### src/rtl/abacus_pkg.sv
// rtl/abacus_pkg.sv - shared encodings and defaults for the Abacus operation sequencer
package abacus_pkg;
    localparam int DEF_DEBOUNCE_CYCLES = 1_000_000;
    localparam int DEF_MUL_LAT         = 2;

    localparam logic [2:0] OP_ADD = 3'd0;
    localparam logic [2:0] OP_SUB = 3'd1;
    localparam logic [2:0] OP_MUL = 3'd2;
    localparam logic [2:0] OP_QUO = 3'd3;
    localparam logic [2:0] OP_REM = 3'd4;

    typedef enum logic [2:0] {
        S_IDLE,
        S_LATCH,
        S_MUL_WAIT,
        S_DIV_WAIT,
        S_HOLD
    } state_e;
endpackage

### src/rtl/btn_debounce.sv
// rtl/btn_debounce.sv - button synchronizer, stable-level debouncer and press pulse
module btn_debounce
    import abacus_pkg::*;
#(
    parameter int CYCLES = DEF_DEBOUNCE_CYCLES
) (
    input  logic clk,
    input  logic clr,
    input  logic btn,
    output logic press
);
    localparam int CW = (CYCLES > 1) ? $clog2(CYCLES) : 1;

    logic          sync_1;
    logic          sync_2;
    logic          stable;
    logic          stable_q;
    logic [CW-1:0] cnt;

    always_ff @(posedge clk) begin
        if (clr) begin
            sync_1   <= 1'b0;
            sync_2   <= 1'b0;
            stable   <= 1'b0;
            stable_q <= 1'b0;
            cnt      <= '0;
            press    <= 1'b0;
        end else begin
            sync_1 <= btn;
            sync_2 <= sync_1;
            // A level is accepted only after CYCLES consecutive samples disagree with the current one.
            if (sync_2 == stable) begin
                cnt <= '0;
            end else if (cnt == CW'(CYCLES - 1)) begin
                stable <= sync_2;
                cnt    <= '0;
            end else begin
                cnt <= cnt + CW'(1);
            end
            stable_q <= stable;
            press    <= stable & ~stable_q;
        end
    end
endmodule

### src/rtl/abacus_op_ctrl.sv
// rtl/abacus_op_ctrl.sv - Abacus operation sequencer: debounced ops, operand snapshot, result register
module abacus_op_ctrl
    import abacus_pkg::*;
#(
    parameter int DEBOUNCE_CYCLES = DEF_DEBOUNCE_CYCLES,
    parameter int MUL_LAT         = DEF_MUL_LAT
) (
    input  logic        clk,
    input  logic        clr,
    input  logic        btn_u,
    input  logic        btn_d,
    input  logic        btn_r,
    input  logic        btn_l,
    input  logic [7:0]  sw_a,
    input  logic [7:0]  sw_b,
    output logic [7:0]  a_lat,
    output logic [7:0]  b_lat,
    input  logic [8:0]  sum_in,
    input  logic [15:0] product_in,
    output logic        div_start,
    input  logic        div_done,
    input  logic [7:0]  quo_in,
    input  logic [7:0]  rem_in,
    output logic [2:0]  op,
    output logic [15:0] result,
    output logic        neg,
    output logic        div_by_zero,
    output logic        busy,
    output logic        scroll_clr
);
    localparam int MCW = $clog2(MUL_LAT + 1);

    logic [3:0]     raw_btn;
    logic [3:0]     ev;
    logic           press;
    logic [2:0]     press_op;
    state_e         state;
    state_e         state_n;
    logic [MCW-1:0] mul_cnt;
    logic [MCW-1:0] cnt_d;
    logic           latch_go;
    logic           res_we;
    logic [15:0]    res_d;
    logic           neg_d;
    logic           dbz_d;
    logic           start_d;
    logic           scroll_d;
    logic           a_ge_b;
    logic [7:0]     sub_mag;

    assign raw_btn = {btn_l, btn_r, btn_d, btn_u};

    for (genvar i = 0; i < 4; i++) begin : g_btn
        btn_debounce #(.CYCLES(DEBOUNCE_CYCLES)) u_deb (
            .clk   (clk),
            .clr   (clr),
            .btn   (raw_btn[i]),
            .press (ev[i])
        );
    end

    // Simultaneous events resolve U > D > R > L; the losers are discarded.
    always_comb begin
        press    = 1'b1;
        press_op = OP_ADD;
        if (ev[0])      press_op = OP_SUB;
        else if (ev[1]) press_op = OP_MUL;
        else if (ev[2]) press_op = OP_QUO;
        else if (ev[3]) press_op = OP_REM;
        else            press    = 1'b0;
    end

    assign a_ge_b  = (a_lat >= b_lat);
    assign sub_mag = a_ge_b ? (a_lat - b_lat) : (b_lat - a_lat);
    assign busy    = (state == S_LATCH) || (state == S_MUL_WAIT) || (state == S_DIV_WAIT);

    always_ff @(posedge clk) begin
        if (clr) state <= S_IDLE;
        else     state <= state_n;
    end

    always_comb begin
        state_n  = state;
        latch_go = 1'b0;
        res_we   = 1'b0;
        res_d    = result;
        neg_d    = neg;
        dbz_d    = div_by_zero;
        start_d  = 1'b0;
        scroll_d = 1'b0;
        cnt_d    = mul_cnt;
        case (state)
            S_IDLE: begin
                res_we   = 1'b1;
                res_d    = {7'b0, sum_in};
                scroll_d = ({7'b0, sum_in} != result);
                if (press) begin
                    state_n  = S_LATCH;
                    latch_go = 1'b1;
                end
            end
            S_LATCH: begin
                case (op)
                    OP_SUB: begin
                        state_n  = S_HOLD;
                        res_we   = 1'b1;
                        res_d    = {8'b0, sub_mag};
                        neg_d    = ~a_ge_b;
                        scroll_d = 1'b1;
                    end
                    OP_MUL: begin
                        state_n = S_MUL_WAIT;
                        cnt_d   = '0;
                    end
                    OP_QUO, OP_REM: begin
                        if (b_lat != 8'd0) begin
                            state_n = S_DIV_WAIT;
                            start_d = 1'b1;
                        end else begin
                            state_n  = S_HOLD;
                            res_we   = 1'b1;
                            res_d    = (op == OP_QUO) ? 16'h00FF : {8'b0, a_lat};
                            dbz_d    = 1'b1;
                            scroll_d = 1'b1;
                        end
                    end
                    default: state_n = S_HOLD;
                endcase
            end
            S_MUL_WAIT: begin
                if (mul_cnt == MCW'(MUL_LAT - 1)) begin
                    state_n  = S_HOLD;
                    res_we   = 1'b1;
                    res_d    = product_in;
                    scroll_d = 1'b1;
                end else begin
                    cnt_d = mul_cnt + MCW'(1);
                end
            end
            S_DIV_WAIT: begin
                if (div_done) begin
                    state_n  = S_HOLD;
                    res_we   = 1'b1;
                    res_d    = (op == OP_QUO) ? {8'b0, quo_in} : {8'b0, rem_in};
                    scroll_d = 1'b1;
                end
            end
            S_HOLD: begin
                if (press) begin
                    state_n  = S_LATCH;
                    latch_go = 1'b1;
                end
            end
            default: state_n = S_IDLE;
        endcase
        if (latch_go) begin
            neg_d = 1'b0;
            dbz_d = 1'b0;
        end
    end

    // Operands follow the switches only in IDLE; afterwards they form a frozen snapshot.
    always_ff @(posedge clk) begin
        if (clr) begin
            a_lat       <= '0;
            b_lat       <= '0;
            op          <= OP_ADD;
            result      <= '0;
            neg         <= 1'b0;
            div_by_zero <= 1'b0;
            div_start   <= 1'b0;
            scroll_clr  <= 1'b0;
            mul_cnt     <= '0;
        end else begin
            if (state == S_IDLE || latch_go) begin
                a_lat <= sw_a;
                b_lat <= sw_b;
            end
            if (latch_go) op <= press_op;
            if (res_we) result <= res_d;
            neg         <= neg_d;
            div_by_zero <= dbz_d;
            div_start   <= start_d;
            scroll_clr  <= scroll_d;
            mul_cnt     <= cnt_d;
        end
    end
endmodule

### config.mk
export PLATFORM = sky130hd
export DESIGN_NAME = abacus_op_ctrl
export DESIGN_NICKNAME = d
export VERILOG_FILES = /design/src/rtl/abacus_pkg.sv /design/src/rtl/btn_debounce.sv /design/src/rtl/abacus_op_ctrl.sv
export SDC_FILE = /design/constraint.sdc
export NUM_CORES = 1
export LEC_CHECK = 0
export BUFFER_PORTS_ARGS = -buffer_cell sky130_fd_sc_hd__clkbuf_2
export CORE_MARGIN = 3
export CORE_UTILIZATION = 42
export CTS_BUF_LIST = sky130_fd_sc_hd__clkbuf_16
export DETAILED_ROUTE_END_ITERATION = 6
export HOLD_SLACK_MARGIN = 0.12
export SETUP_SLACK_MARGIN = 0.1
export SYNTH_ARGS = -nofsm -noshare
export SYNTH_HDL_FRONTEND = slang
export SYNTH_SLANG_ARGS = --single-unit
export TNS_END_PERCENT = 50
### constraint.sdc
create_clock -name clk -period 3.6 [get_ports clk]
set_clock_uncertainty 0.1 [all_clocks]
set_input_delay 0.54 -clock clk [delete_from_list [all_inputs] [get_ports clk]]
set_output_delay 0.54 -clock clk [all_outputs]
set_load 0.01 [all_outputs]
After elaboration in Yosys (flattened, before gate mapping)
Cells that the tools add are included.

Register bits: 144. Bits in latches: 0. RAM bits: 0. Bits in read-only memories: 0. Input bits: 64. Output and inout port bits: 40. Word-level logic and storage cells: 141. Memories: 0.

Add/sub/neg operators: 7. $mul: 0. Div/mod/pow operators: 0. Magnitude comparators: 1. Eq/ne operators: 25. Shifts and indexed selects: 0. Mux-type cells: 34. Bitwise operators: 16. Reductions and logical operators: 24.

Operators with widths (count): $add 20x1->20 const B (4); $eq 20x20->1 const B (4); $pmux 16 s4 (1); $mux 16 (3); $pmux 16 s2 (1); $mux 3 (8); $mux 8 (3); $ne 9x16->1 (1); $sub 8x8->8 (2); $reduce_or 3->1 (5); $eq 3x2->1 const B (4); $not 1->1 (12); $pmux 3 s4 (1); $mux 1 (10); $reduce_and 2->1 (5); $reduce_and 3->1 (3); $ge 8x8->1 (1); $pmux 1 s4 (2); $reduce_bool 8->1 (1); $eq 3x1->1 const B (2); $eq 3x3->1 const B (2); $ne 2x1->1 const B (3); $pmux 3 s2 (1); $reduce_and 6->1 (1); other kinds (15) (27).

Logic depth before layout (Yosys ltp)
Gate-level depths: netlist (run 1).

Depth after elaboration: 7. Depth in mapped cells: 11. Mapped depth without buffers: 11.

Modules after synthesis
From an unflattened synthesis (run 1), not the netlist that was laid out.

Cell total of the unflattened synthesis: 870. Area, all modules: 7542.2 µm².

By module, submodules not included: btn_debounce (g_btn[0].u_deb ...) (times used 3, cells each 117, area an instance 1137.3 µm², seq. area each 500.5 µm²); abacus_op_ctrl (times used 1, cells each 404, area an instance 3067.9 µm², seq. area each 880.8 µm²); btn_debounce (g_btn[3].u_deb) (times used 1, cells each 115, area an instance 1062.3 µm², seq. area each 500.5 µm²).

Least setup slack after synthesis (run 1)
Ideal clock, no wire load.

Kind: reg2reg. From: register b_lat[0]. To: register result[3]. Library setup time: 0.092 ns. Arrival time: 2.389 ns. Required time: 3.408 ns. Path slack: 1.019 ns. Cell stages (with the launch flop): 11. Path buffers: 0. Clock period less this slack: 2.581 ns. Path through: dfxtp_1 -> ha_1 -> inv_1 -> fa_1 -> a21o_1 -> a21oi_1 -> a31o_2 -> nand2_2 -> mux2_2 -> and3_1 -> o32ai_1.

Cells in the longest elaborated chain, start to end: 5. Elaborated cells on any way between the ends: 12. Those cells by class: add/sub (2); order compare (1); eq/ne (1); mux (6); reduce/logical (2).

Ends and longest elaborated chain: start: declaration (RTL line abacus_op_ctrl.sv:17) `output logic [7:0] b_lat,`; start signal: assignment (RTL line abacus_op_ctrl.sv:177) `b_lat <= sw_b;`; branches (longest 5 deep; another with $sub 8x8->8); end signal: assignment (RTL line abacus_op_ctrl.sv:180) `if (res_we) result <= res_d;`; end: declaration (RTL line abacus_op_ctrl.sv:25) `output logic [15:0] result,`.

Several ways; the timed one is not identified. A chain may end at the register's enable or synchronous reset.

Final worst setup path (run 1)
Ends and elaborated chain as after synthesis.

==> results of run 1 <==
## critical path: cells and delay by family, from the launching register on
family	cells	cell delay, ns
adder cells (fa/ha/maj)	2	0.54
multiplexers	1	0.33
buffers and inverters	1	0.06
AO/OA/AOI/OAI	4	0.99
flip-flops	1	0.40
AND/OR/NAND/NOR	2	0.30
## per-stage QoR
stage | worst slack, ns | util, % | instance area, µm²
after floorplan | 1.02 | - | 7000
after global placement | 0.911 | 47.7 | 7690
after detailed placement | 0.841 | 47.7 | 7690
after CTS | 0.799 | 51.1 | 8240
after global routing | 0.530 | 51.1 | 8240
final | 0.781 | 51.1 | 8240
## worst max path at each step
stage,slack (ns),to,cells past startpoint,start
floorplan,1.02,result[3],10,b_lat[0]
global placement,0.91,result[5],8,state[1]
detailed placement,0.84,result[3],10,b_lat[0]
CTS,0.80,result[3],10,b_lat[0]
global route,0.53,result[3],10,b_lat[0]
finish,0.78,result[3],10,b_lat[0]
## synth_stat cells, types with 3 or more instances
cell type / count / share of area, %
o21ai_0: 18 / 1.3
nand2_1: 92 / 4.9
nor2_1: 129 / 6.9
o2111ai_1: 3 / 0.38
a211oi_1: 3 / 0.32
or3_1: 8 / 0.72
nor3_1: 18 / 1.3
xnor2_1: 35 / 4.4
a21oi_1: 53 / 3.8
nor2b_1: 27 / 2.4
mux2i_1: 16 / 2.3
nand3_1: 45 / 3.2
mux2_2: 4 / 0.64
clkbuf_1: 25 / 1.3
xor2_1: 49 / 6.1
nand4_1: 11 / 0.98
o22a_1: 3 / 0.38
a21o_1: 5 / 0.54
inv_1: 24 / 1.3
nor4b_1: 5 / 0.63
o221ai_1: 8 / 1.0
and3_1: 18 / 1.6
and4_1: 6 / 0.75
nor3b_1: 3 / 0.32
a31oi_1: 5 / 0.45
nand2b_1: 5 / 0.45
nor4_1: 8 / 0.72
and2_1: 3 / 0.27
ha_1: 20 / 3.6
dfxtp_1: 144 / 41
## layout make-up
type	instances	area, µm²	share of cell area [%]
Multi-Input combinational cell	639	3890	47.2
Sequential cell	144	2880	35.0
Timing Repair Buffer	108	553	6.71
Clock buffer	17	425	5.16
Tap cell	216	270	3.28
Clock inverter	15	126	1.53
Inverter	24	90.1	1.09
## cells by family (layout without fill, tap and decap cells)
logic type | count (synthesis) | after routing | share of synthesized area (%)
AO/OA/AOI/OAI | 122 | 122 | 11.3
XOR/XNOR | 84 | 84 | 10.5
adder cells (fa/ha/maj) | 22 | 22 | 4.15
buffers and inverters | 54 | 164 | 3.20
flip-flops | 144 | 144 | 41.2
multiplexers | 20 | 20 | 2.93
AND/OR/NAND/NOR | 391 | 391 | 26.7
## state kept, by name, summed over array words and instances (netlist names)
signal,count
a_lat,8
b_lat,8
div_by_zero,1
div_start,1
g_btn.u_deb.cnt,80
g_btn.u_deb.press,4
g_btn.u_deb.stable,4
g_btn.u_deb.stable_q,4
g_btn.u_deb.sync_1,4
g_btn.u_deb.sync_2,4
mul_cnt,2
neg,1
op,3
result,16
scroll_clr,1
state,3
## cell usage in the layout (no fill, tap or decap), types with 11 or more instances in the layout
master,instances
mux2i_1,16
nor3_1,18
o21ai_0,18
xor2_1,49
clkbuf_2,103
xnor2_1,35
and3_1,18
a21oi_1,53
clkbuf_16,17
nand4_1,11
inv_1,24
nor2b_1,27
nand2_1,92
dfxtp_1,144
nor2_1,129
nand3_1,45
ha_1,20
## power by group through the flow
stage | sequential (mW) | combinational [mW] | clock, mW
5_1_grt | 1.64 | 0.290 | 1.76
4_1_cts | 1.64 | 0.259 | 1.69
6_report | 1.64 | 0.259 | 1.64
3_5_place_dp | 1.67 | 0.256 | 0
2_1_floorplan | 1.67 | 0.159 | 0
3_3_place_gp | 1.67 | 0.257 | 0
## per-layer routing
layer	part of all wire, %	vias up
met3	4.7	23
met5	0	-
met1	49	2664
met2	44	108
met4	1.7	0
li1	-	3080
==> results.py, run 1 <==
metrics = {
    "run_status": {
        "run_status": "completed",
    },
    "worst_setup_path": {
        "r2r_start": "b_lat[0]",
        "crit_type": "reg2reg",
        "required_ns": 3.83,
        "startpoint_type": "flop",
        "critPathArrivalTime_ns": 3.05,
        "cp_max_fo": 6,
        "crit_path_top_delay_cell": "dfxtp_1",
        "slowest_delay_ns": 0.40,
        "cp-end-kind": "flop",
        "r2r_setup_slack_ns": 0.78,
        "crit_chain": "ha_1, inv_1, fa_1, a21o_1, a21oi_1, a31o_2, nand2_2, mux2_2, and3_1, o32ai_1",
        "r2r_end": "result[3]",
        "rr_worst_depth": 10,
    },
    "clock_network": {
        "clockBufferDepth": 2,
        "clkSlewWorstSetupHoldPaths_ns": 0.06,
        "root_buffer": "clkbuf_16",
        "cts_setup_buffers": 0,
        "cts_buffers": 17,
        "htree_levels": 4,
        "cts_sinks": 144,
        "cts_resized": 0,
        "cts_tree": "yes",
        "clock_latency_ns": 0.43,
        "postCtsHoldBufs": 0,
    },
    "finish": {
        "fin_nets": 1020,
        "fill_cells": 1596,
        "drive_gt1_share_pct": 16.3,
        "fin_cells": 1163,
        "area_growth_pct": 17.7,
        "n_antenna_cell": 0,
    },
    "placed_design": {
        "dp_cells": 1131,
        "place_congestion": 0.906,
        "io_buffers": 103,
        "dp_hpwl_mm": 11.9,
    },
    "die": {
        "rows": 46,
        "die_area_mm2": 0.0182,
        "die_w_um": 135,
        "start_util_pct": 43.4,
        "coreArea_mm2": 0.0161,
        "die_h_um": 135,
        "io_pins": 104,
    },
    "hold_path": {
        "whs_endpoint": "g_btn[2].u_deb.sync_1",
        "hold_path.class": "in2reg",
        "hold_depth": 2,
        "hp-start": "btn_r",
    },
    "sta": {
        "fmaxAchievable_ghz": 0.355,
        "post-route-period-util_pct": 78.3,
        "post-route-min-period_ns": 2.82,
        "final_hold_viol_count": 0,
        "rsz0062_at_grt": "false",
        "worst_pin_slew_ns": 0.974,
        "maxSlewViolCount": 0,
        "hold_ws_ns": 0.219,
        "maxSlewHeadroom_pct": 34.7,
        "tns_ns": 0,
        "setup_viol": 0,
    },
    "power": {
        "peakVddDrop_mv": 0.324,
        "switching_share_pct": 25.7,
        "p_seq_share_pct": 46.2,
        "power.total_mw": 3.54,
        "pwr-share-comb_pct": 7.3,
        "switchingPower_mw": 0.909,
        "powerDensity_mw_per_mm2": 430,
        "internal_power_mw": 2.63,
        "power_leakage_nw": 3.14,
        "clkPwrFrac_pct": 46.4,
    },
    "global_routing": {
        "antenna_found_initial": 0,
        "gr-usage-met3_pct": 4.51,
        "grt_busiest_layer": "met2",
        "track_usage_pct": 18.0,
        "globalRouteMet1Util_pct": 25.1,
        "grt_pass1_vias": 5515,
        "use_met2_pct": 26.9,
        "overflow": 0,
        "grt_max_degree": 39,
        "grt_pass1_wl_mm": 26.7,
    },
    "synth": {
        "ys_seq_elements": 144,
        "synth_ff_type": "dfxtp_1",
        "synthCells": 837,
        "synthesis.nets": 923,
        "async_flop_share_pct": 0,
        "syn_area_mm2": 0.00700,
        "syn_avg_cell_area_um2": 8.36,
        "synth_edf_count": 0,
        "yosysSeqAreaShare_pct": 41.2,
        "synthDistinctLibCells": 64,
        "synth_warnings": 0,
    },
    "routing": {
        "drc": 0,
        "vias": 5875,
        "drtIter0Drc": 250,
        "antenna_left": 0,
        "viasPerCell": 5.05,
        "avgRoutedWirePerCell_um": 13.9,
        "wirelength_mm": 16.2,
        "firstDrtPassIters": 4,
    },
    "job": {
        "drv_cap": 0,
    },
}
No activity file was read; power rests on OpenSTA's default activity.
==> run 2, diff against run 1 <==
Clock period 3.6 ns to 3 ns, I/O delays scaled along.
==> run 2 against run 1 <==
  * Via count increased by 0.22%
  * Flip-flop and latch count unchanged
  * Global-route usage about the same
  * Sequential share of layout area decreased by 0.33 points
  * Sequential power increased by 20%
  * Register-to-register slack got worse by 0.52 ns
  * Core utilization increased by 0.48 points
  * Die area unchanged
  * Critical endpoint unchanged
  * Largest cell class unchanged
  * Highest routed layer unchanged
==> results.py, run 2 (synthesized netlist as in run 1, its figures left out) <==
metrics = {
    "run_status": {
        "run_status": "completed",
    },
    "routing": {
        "firstDrtPassIters": 5,
        "vias": 5888,
        "drtIter0Drc": 348,
        "avgRoutedWirePerCell_um": 14.0,
        "drc": 0,
        "wirelength_mm": 16.3,
        "antenna_left": 0,
        "viasPerCell": 5.04,
    },
    "sta": {
        "final_hold_viol_count": 0,
        "maxSlewHeadroom_pct": 28.7,
        "post-route-min-period_ns": 2.74,
        "rsz0062_at_grt": "false",
        "maxSlewViolCount": 0,
        "worst_pin_slew_ns": 1.07,
        "post-route-period-util_pct": 91.3,
        "hold_ws_ns": 0.145,
        "fmaxAchievable_ghz": 0.365,
        "fin_ws_ns": 0.260,
        "tns_ns": 0,
        "setup_viol": 0,
    },
    "global_routing": {
        "grt_pass1_wl_mm": 26.5,
        "grt_pass1_vias": 5395,
        "overflow": 0,
        "grt_max_degree": 32,
        "antenna_found_initial": 0,
        "track_usage_pct": 18.0,
    },
    "job": {
        "drv_cap": 0,
    },
    "placed_design": {
        "place_ws_ns": 0.238,
        "place_congestion": 0.879,
        "dp_cells": 1135,
        "io_buffers": 103,
        "place_area_mm2": 0.00772,
        "dp_hpwl_mm": 11.9,
    },
    "finish": {
        "n_antenna_cell": 0,
        "drive_gt1_share_pct": 16.8,
        "layout_common_cells": "dfxtp_1 (144), nor2_1 (129), clkbuf_2 (103)",
        "fin_nets": 1026,
        "area_growth_pct": 18.8,
        "final_core_util_pct": 51.6,
        "area.sequential_mm2": 0.00288,
        "final_common_cell": "dfxtp_1",
        "fin_cells": 1169,
        "biggestRegsByFlops": "g_btn.u_deb.cnt x80, result x16",
        "multi_input_area_mm2": 0.00389,
        "stdcell_area_mm2": 0.00832,
        "fill_cells": 1552,
        "regMostFlops": "g_btn.u_deb.cnt",
        "largest_reg_flops": 80,
    },
    "clock_network": {
        "clock_latency_ns": 0.43,
        "htree_levels": 4,
        "clockBufferDepth": 2,
        "cts_buffers": 17,
        "cts_tree": "yes",
        "clkSlewWorstSetupHoldPaths_ns": 0.07,
        "root_buffer": "clkbuf_16",
        "cts_sinks": 144,
    },
    "die": {
        "die_area_mm2": 0.0182,
        "start_util_pct": 43.4,
        "die_w_um": 135,
        "io_pins": 104,
        "die_h_um": 135,
        "rows": 46,
        "coreArea_mm2": 0.0161,
    },
    "power": {
        "powerDensity_mw_per_mm2": 524,
        "power.total_mw": 4.35,
        "peakVddDrop_mv": 0.410,
        "power_leakage_nw": 3.18,
    },
    "worst_setup_path": {
        "rr_worst_depth": 10,
        "cp_max_fo": 6,
        "cp-end-kind": "flop",
        "crit_type": "reg2reg",
        "startpoint_type": "flop",
        "required_ns": 3.23,
        "critPathArrivalTime_ns": 2.97,
    },
    "hold_path": {
        "hold_depth": 3,
        "hold_path.class": "in2reg",
    },
}
-- run 2: changes by cell type in the layout (fill, tap and decap cells not counted) --
cell and change:
a21oi_1 -1, inv_8 -1, buf_4 +4, inv_6 +2
a21oi_2 +1, clkinv_4 -1, clkinv_1 -1, dlygate4sd3_1 +2
bufinv_16 +1
-- run 2: final timing paths --
check,start,to,slack (ns)
worst max-delay path,b_lat[0],result[3],0.26
worst min-delay path,sw_b[1],b_lat[1],0.14
worst max register to register,b_lat[0],result[3],0.26
worst min register to register,g_btn[0].u_deb.stable_q,g_btn[0].u_deb.press,0.27
-- run 2: metal layers --
layer | GRT usage [%] | share of wire [%] | routed length [µm] | vias up
li1 | - | - | - | 3088
met1 | 25.7 | 50 | 8190 | 2655
met2 | 26.3 | 44 | 7130 | 126
met3 | 5.29 | 5.0 | 823 | 19
met4 | 5.32 | 1.2 | 193 | 0
met5 | 0 | 0 | 0 | -
-- run 2: worst max-delay path: stages, from the launching register on --
cell,delay (ns)
dfxtp_1,0.40
ha_1,0.17
inv_1,0.06
fa_1,0.38
a21o_1,0.18
a21oi_2,0.24
a31o_2,0.25
nand2_2,0.12
mux2_2,0.33
and3_1,0.19
o32ai_1,0.24
-- run 2: area by class of cell --
type,count,share of cell area (%)
clock inverter,15,1.81
clock buffer,17,5.12
multi-input combinational,639,46.8
timing repair buffer,114,7.25
inverter,24,1.08
tap,216,3.25
sequential,144,34.7
-- run 2: power breakdown --
group | total (mW) | internal (mW) | switching, mW
logic | 0.315 | 0.143 | 0.171
clock network | 2.08 | 1.17 | 0.908
registers | 1.96 | 1.94 | 0.0266
total | 4.35 | 3.25 | 1.11
-- run 2: what timing repair did --
action / CTS / global route
resized for setup: 0 / 1
buffers inserted: 0 / 0
endpoints found under the setup margin: 0 / 1
hold buffers: 2 / 0
endpoints found under the hold margin: 2 / 0
